==> config.mk <==
export PLATFORM = sky130hd
export DESIGN_NAME = int_div_sequencer
export DESIGN_NICKNAME = d
export VERILOG_FILES = /design/src/rtl/int_div_sequencer.sv
export SDC_FILE = /design/constraint.sdc
export NUM_CORES = 2
export LEC_CHECK = 0
export CAP_MARGIN = 40
export CORE_AREA = 2 2 344 346
export DETAILED_ROUTE_END_ITERATION = 8
export DIE_AREA = 0 0 346 348
export PLACE_DENSITY = 0.63
export RECOVER_POWER = 25
export SLEW_MARGIN = 20
export SYNTH_ARGS = -nofsm -noshare
export SYNTH_HDL_FRONTEND = slang
export SYNTH_SLANG_ARGS = --single-unit
==> constraint.sdc <==
create_clock -name clk -period 31.7 [get_ports clk]
set_input_delay 6.34 -clock clk [delete_from_list [all_inputs] [get_ports clk]]
set_output_delay 6.34 -clock clk [all_outputs]
set_load 0.005 [all_outputs]
==> src/rtl/int_div_sequencer.sv <==
// Vector radix-2 restoring divide/remainder sequencer; all lanes share one FSM and one iteration counter.
// Optional macro INT_DIV_EARLY_OUT_EN lets LOAD skip straight to FIXUP when every active lane has a trivial result.
module int_div_sequencer #(
  parameter int VEC_WIDTH = 4,
  parameter int DATA_W    = 32
) (
  input  logic                          clk,
  input  logic                          rst,
  input  logic                          in_valid,
  input  logic [1:0]                    op,
  input  logic [VEC_WIDTH-1:0]          lane_mask,
  input  logic [VEC_WIDTH*DATA_W-1:0]   a,
  input  logic [VEC_WIDTH*DATA_W-1:0]   b,
  output logic [VEC_WIDTH*DATA_W-1:0]   out,
  output logic                          out_valid,
  input  logic                          stall,
  output logic                          busy
);

  // state  | meaning
  // IDLE   | waiting for in_valid
  // LOAD   | operands captured; seed quotient with |a|
  // ITER   | one restoring step per cycle, DATA_W steps
  // FIXUP  | sign/exception/mask fix-up into out
  // DONE   | result held until stall drops
  localparam logic [2:0] S_IDLE  = 3'd0;
  localparam logic [2:0] S_LOAD  = 3'd1;
  localparam logic [2:0] S_ITER  = 3'd2;
  localparam logic [2:0] S_FIXUP = 3'd3;
  localparam logic [2:0] S_DONE  = 3'd4;

  localparam int CNT_W = $clog2(DATA_W);
  localparam logic [DATA_W-1:0] MIN_V = {1'b1, {(DATA_W-1){1'b0}}};

  logic [2:0]       state;
  logic [CNT_W-1:0] cnt;
  logic [1:0]       op_q;
  logic [VEC_WIDTH-1:0] mask_q, q_neg, r_neg, sgn_a, sgn_b;

  logic [VEC_WIDTH-1:0][DATA_W-1:0] a_v, b_v;
  logic [VEC_WIDTH-1:0][DATA_W-1:0] cap_a_mag, cap_b_mag;
  logic [VEC_WIDTH-1:0][DATA_W-1:0] a_raw, b_raw, a_mag, b_mag;
  logic [VEC_WIDTH-1:0][DATA_W-1:0] quo, rem, quo_nx, rem_nx;
  logic [VEC_WIDTH-1:0][DATA_W-1:0] q_fix, r_fix, res;
  logic [VEC_WIDTH-1:0][DATA_W:0]   rs, diff;

  assign a_v       = a;
  assign b_v       = b;
  assign out_valid = (state == S_DONE);
  assign busy      = (state != S_IDLE);

  always_comb begin
    sgn_a = '0;
    sgn_b = '0;
    for (int i = 0; i < VEC_WIDTH; i++) begin
      sgn_a[i] = ~op[0] & a_v[i][DATA_W-1];
      sgn_b[i] = ~op[0] & b_v[i][DATA_W-1];
    end
  end

  // Negating MIN wraps to MIN, which reads correctly as the unsigned magnitude 2^(DATA_W-1).
  always_comb begin
    cap_a_mag = '0;
    cap_b_mag = '0;
    for (int i = 0; i < VEC_WIDTH; i++) begin
      cap_a_mag[i] = sgn_a[i] ? -a_v[i] : a_v[i];
      cap_b_mag[i] = sgn_b[i] ? -b_v[i] : b_v[i];
    end
  end

  // The shifted remainder needs one extra bit because unsigned divisors may use the full width.
  always_comb begin
    rs     = '0;
    diff   = '0;
    quo_nx = '0;
    rem_nx = '0;
    for (int i = 0; i < VEC_WIDTH; i++) begin
      rs[i]   = {rem[i], quo[i][DATA_W-1]};
      diff[i] = rs[i] - {1'b0, b_mag[i]};
      if (rs[i] >= {1'b0, b_mag[i]}) begin
        rem_nx[i] = diff[i][DATA_W-1:0];
        quo_nx[i] = {quo[i][DATA_W-2:0], 1'b1};
      end else begin
        rem_nx[i] = rs[i][DATA_W-1:0];
        quo_nx[i] = {quo[i][DATA_W-2:0], 1'b0};
      end
    end
  end

  always_comb begin
    q_fix = '0;
    r_fix = '0;
    res   = '0;
    for (int i = 0; i < VEC_WIDTH; i++) begin
      q_fix[i] = q_neg[i] ? -quo[i] : quo[i];
      r_fix[i] = r_neg[i] ? -rem[i] : rem[i];
      if (!mask_q[i])
        res[i] = '0;
      else if (b_raw[i] == '0)
        res[i] = op_q[1] ? a_raw[i] : '1;
      else if (!op_q[0] && a_raw[i] == MIN_V && b_raw[i] == '1)
        res[i] = op_q[1] ? '0 : MIN_V;
      else
        res[i] = op_q[1] ? r_fix[i] : q_fix[i];
    end
  end

`ifdef INT_DIV_EARLY_OUT_EN
  logic early_ok;

  always_comb begin
    early_ok = 1'b1;
    for (int i = 0; i < VEC_WIDTH; i++)
      if (mask_q[i] && b_raw[i] != '0 && !(a_mag[i] < b_mag[i]))
        early_ok = 1'b0;
  end
`endif

  always_ff @(posedge clk) begin
    if (rst) begin
      state <= S_IDLE;
      cnt   <= '0;
      out   <= '0;
    end else begin
      case (state)
        S_IDLE: begin
          if (in_valid) begin
            op_q   <= op;
            mask_q <= lane_mask;
            a_raw  <= a_v;
            b_raw  <= b_v;
            a_mag  <= cap_a_mag;
            b_mag  <= cap_b_mag;
            q_neg  <= sgn_a ^ sgn_b;
            r_neg  <= sgn_a;
            state  <= S_LOAD;
          end
        end
        S_LOAD: begin
          cnt   <= '0;
          rem   <= '0;
          quo   <= a_mag;
          state <= S_ITER;
`ifdef INT_DIV_EARLY_OUT_EN
          if (early_ok) begin
            quo   <= '0;
            rem   <= a_mag;
            state <= S_FIXUP;
          end
`endif
        end
        S_ITER: begin
          quo <= quo_nx;
          rem <= rem_nx;
          cnt <= cnt + 1'b1;
          if (cnt == CNT_W'(DATA_W-1))
            state <= S_FIXUP;
        end
        S_FIXUP: begin
          out   <= res;
          state <= S_DONE;
        end
        S_DONE: begin
          if (!stall)
            state <= S_IDLE;
        end
        default: state <= S_IDLE;
      endcase
    end
  end

endmodule

==> impl_metrics.py <==
metrics = {
    "routing": {
        "dr.pass1.iters": 8,
        "drt_iter0_drc": 4004,
        "ant_nets": 0,
        "viasPerCell": 5.84,
        "wl_per_cell_um": 22.5,
        "drt-total-wl_um": 163000,
        "vias": 42400,
        "remaining_drc_errors": 0,
    },
    "yosys": {
        "syn_nets": 5716,
        "synth-seq-cells": 910,
        "ys_top_cells_by_area": "edfxtp_1, nand2_1, xnor2_1",
        "synth_cells": 5300,
        "synth_cell_type_count": 86,
        "synth_top_area_frac": 0.446,
        "synth-main-ff-cell": "edfxtp_1",
        "synth_commonest_cells": "nand2_1, edfxtp_1, o21ai_0",
        "synth_area_mm2": 0.0521,
        "yosys_warnings": 0,
        "yosysMostFrequentCell": "nand2_1",
        "async_flop_share": 0,
        "syn-mean-instance-area_um2": 9.83,
        "ys_seq_area_frac": 0.498,
        "synth_top_area_cell": "edfxtp_1",
        "synth_edf_count": 774,
    },
    "timing": {
        "hold_violations": 0,
        "slew_violations": 282,
        "worst_pin_slew_ps": 3160,
        "fin_crit_sh": 0.316,
        "max_freq_mhz": 100,
        "rsz0062_at_grt": "no",
        "maxSlewHeadroom": -1.13,
        "setup_violations": 0,
        "period_minus_slack_ps": 10000,
        "skew_ps": 27.6,
        "tns_ps": 0,
    },
    "place": {
        "placed_area_mm2": 0.0578,
        "dp_hpwl_um": 122000,
        "port_buffers": 395,
        "dp_cells": 7056,
        "place.gp.congestion": 0.919,
    },
    "clock_tree": {
        "clk_path_buf_depth": 3,
        "postCtsResizedCells": 0,
        "holdBufCountCts": 0,
        "cts_tree": "built",
        "clk_pin_slew_worst_paths_ps": 60,
        "root_buffer": "clkbuf_16",
        "cts_buffers": 102,
        "clk-insertion-delay-late_ps": 710,
        "h-tree-depth": 3,
        "cts_setup_buffers": 0,
        "cts_sinks": 910,
    },
    "floorplanning": {
        "coreArea_mm2": 0.117,
        "pin_count": 396,
        "die-area_mm2": 0.120,
        "rows": 126,
        "die_h_um": 348,
        "initial_core_util": 0.446,
        "die_width_um": 346,
    },
    "grt": {
        "grt_start_max_net_pins": 194,
        "grt.total_usage": 0.263,
        "first_global_vias": 39800,
        "antenna_found_initial": 27,
        "overflow": 0,
        "grt_pass1_wl_um": 244000,
    },
    "critical_path": {
        "rrSetupSlack_ps": 23210,
        "timing.rr.start": "state[2]$_SDFFE_PP0P_",
        "path_class": "input port to register",
        "critical_path.slowest_cell": "buf_4",
        "r2r_cells": 7,
        "critPathCaptureType": "register",
        "cp.depth": 7,
        "crit_buf_inv": 6,
        "cpMostUsedCell": "buf_4",
        "regToRegEndpoint": "quo[106]$_DFFE_PP_",
        "crit_required_ps": 32010,
        "endpoint": "b_mag[123]$_DFFE_PP_",
        "cpPeakStageDelay_ps": 710,
        "crit_family": "buffers and inverters",
        "critPathLaunch": "in_valid",
        "crit_chain": "clkdlybuf4s50_1 > and4_4 > buf_4 > buf_4 > buf_16 > buf_4 > buf_12",
        "worstSetupStartpointType": "input port",
        "cp_data_arrival_time_ps": 10310,
        "cp_max_fo": 193,
    },
    "power": {
        "p_leak_nw": 22.3,
        "netSwitchingFraction": 0.278,
        "powerDensity_mw_per_mm2": 52.2,
        "power.share.sequential": 0.454,
        "p_total_mw": 3.20,
        "p_int_mw": 2.31,
        "comb_power_share": 0.156,
        "p_clk_frac": 0.389,
        "p_sw_uw": 889,
        "ir_worst_vdd_v": 0.0000384,
    },
    "layout": {
        "seqCellArea_mm2": 0.0260,
        "drive_above_1_share": 0.0520,
        "finalInstanceArea_mm2": 0.0613,
        "fillCellCount": 10600,
        "multi_input_area_mm2": 0.0245,
        "stdcell_count": 7258,
        "finalNetCount": 6045,
        "syn_to_final_growth_pct": 17.6,
    },
    "run": {
        "maxCapViolations": 8,
    },
    "outcome": {
        "failed_checks": "max-capacitance violations, max-slew violations",
        "status": "finished with violations",
    },
    "worst_hold_path": {
        "hp-class": "register to register",
    },
}
## power groups by stage
stage	Combinational [mW]	Clock, mW	Sequential, mW
6_report	0.500	1.25	1.45
4_1_cts	0.500	1.26	1.45
3_3_place_gp	0.489	0	1.48
3_5_place_dp	0.497	0	1.48
5_1_grt	0.554	1.31	1.46
2_1_floorplan	0.338	0	1.49
## sequential cells by signal, summed over array words and instances, names as in the netlist
signal and flops:
q_neg 4, mask_q 4, out 128, cnt 5, quo 128, op_q 2
b_mag 124, a_mag 124, r_neg 4, a_raw 128, state 3, rem 128
b_raw 128
## cell families after synthesis
| group | synth area share |
|---|---|
| buffers and inverters | 0.0329 |
| and+or+nand+nor | 0.167 |
| AOI/OAI and AO/OA | 0.161 |
| xor gates and xnor gates | 0.0951 |
| adders and majority gates | 0.0366 |
| DFF | 0.498 |
| muxes | 0.00941 |
## placed cells by master (no fill, tap or decap), types with 39 or more instances in the layout
cell type,n
clkdlybuf4s50_1,196
nand2_1,817
a31oi_1,63
nor4_1,94
inv_1,213
o31ai_1,100
dlygate4sd3_1,197
nand4_1,69
mux2i_1,49
or4_1,62
o211ai_1,48
dfxtp_1,136
edfxtp_1,774
a211oi_1,39
o41ai_1,57
xnor2_1,320
nor2_1,367
nor3_1,85
clkbuf_16,103
o21ai_0,416
nand3_1,100
buf_4,47
ha_1,146
or3_1,46
xor2_1,246
a21oi_1,287
a21o_1,73
## through the flow
step                      hold WS, ps  worst slack [ps]   util
after global routing              455             21410  0.524
after global placement            427             20390  0.492
after floorplan                   435              6370      -
after CTS                         436             21420  0.524
final                             436             21700  0.524
after detailed placement          428             20660  0.494
## worst min-delay path: stages, from the launching register on
cell	delay, ps
dfxtp_1	310
nand2_1	50
nand2_1	40
## worst min path at each step
stage / startpoint / to / slack (ps) / depth (start not counted)
6_report: out[123]$_SDFFE_PP0P_ / out[123]$_SDFFE_PP0P_ / 440 / 2
5_1_grt: out[123]$_SDFFE_PP0P_ / out[123]$_SDFFE_PP0P_ / 460 / 2
4_1_cts: out[123]$_SDFFE_PP0P_ / out[123]$_SDFFE_PP0P_ / 440 / 2
3_5_place_dp: out[123]$_SDFFE_PP0P_ / out[123]$_SDFFE_PP0P_ / 430 / 2
3_3_place_gp: out[123]$_SDFFE_PP0P_ / out[123]$_SDFFE_PP0P_ / 430 / 2
2_1_floorplan: out[123]$_SDFFE_PP0P_ / out[123]$_SDFFE_PP0P_ / 430 / 2
## final cells by class
class	instances	area share
Timing Repair Buffer	465	0.0745
Sequential cell	910	0.424
Clock buffer	127	0.0445
Clock inverter	64	0.0128
Inverter	215	0.0132
Tap cell	1536	0.0313
Antenna cell	6	0.000245
Multi-Input combinational cell	3935	0.400
## metal layers
layer	track usage	vias to the layer above	wire, um
li1	-	20200	-
met1	0.373	20300	72400
met2	0.404	1649	72200
met3	0.0447	316	12300
met4	0.0989	20	6160
met5	0	-	133
Power figures use the tool's default switching activity.
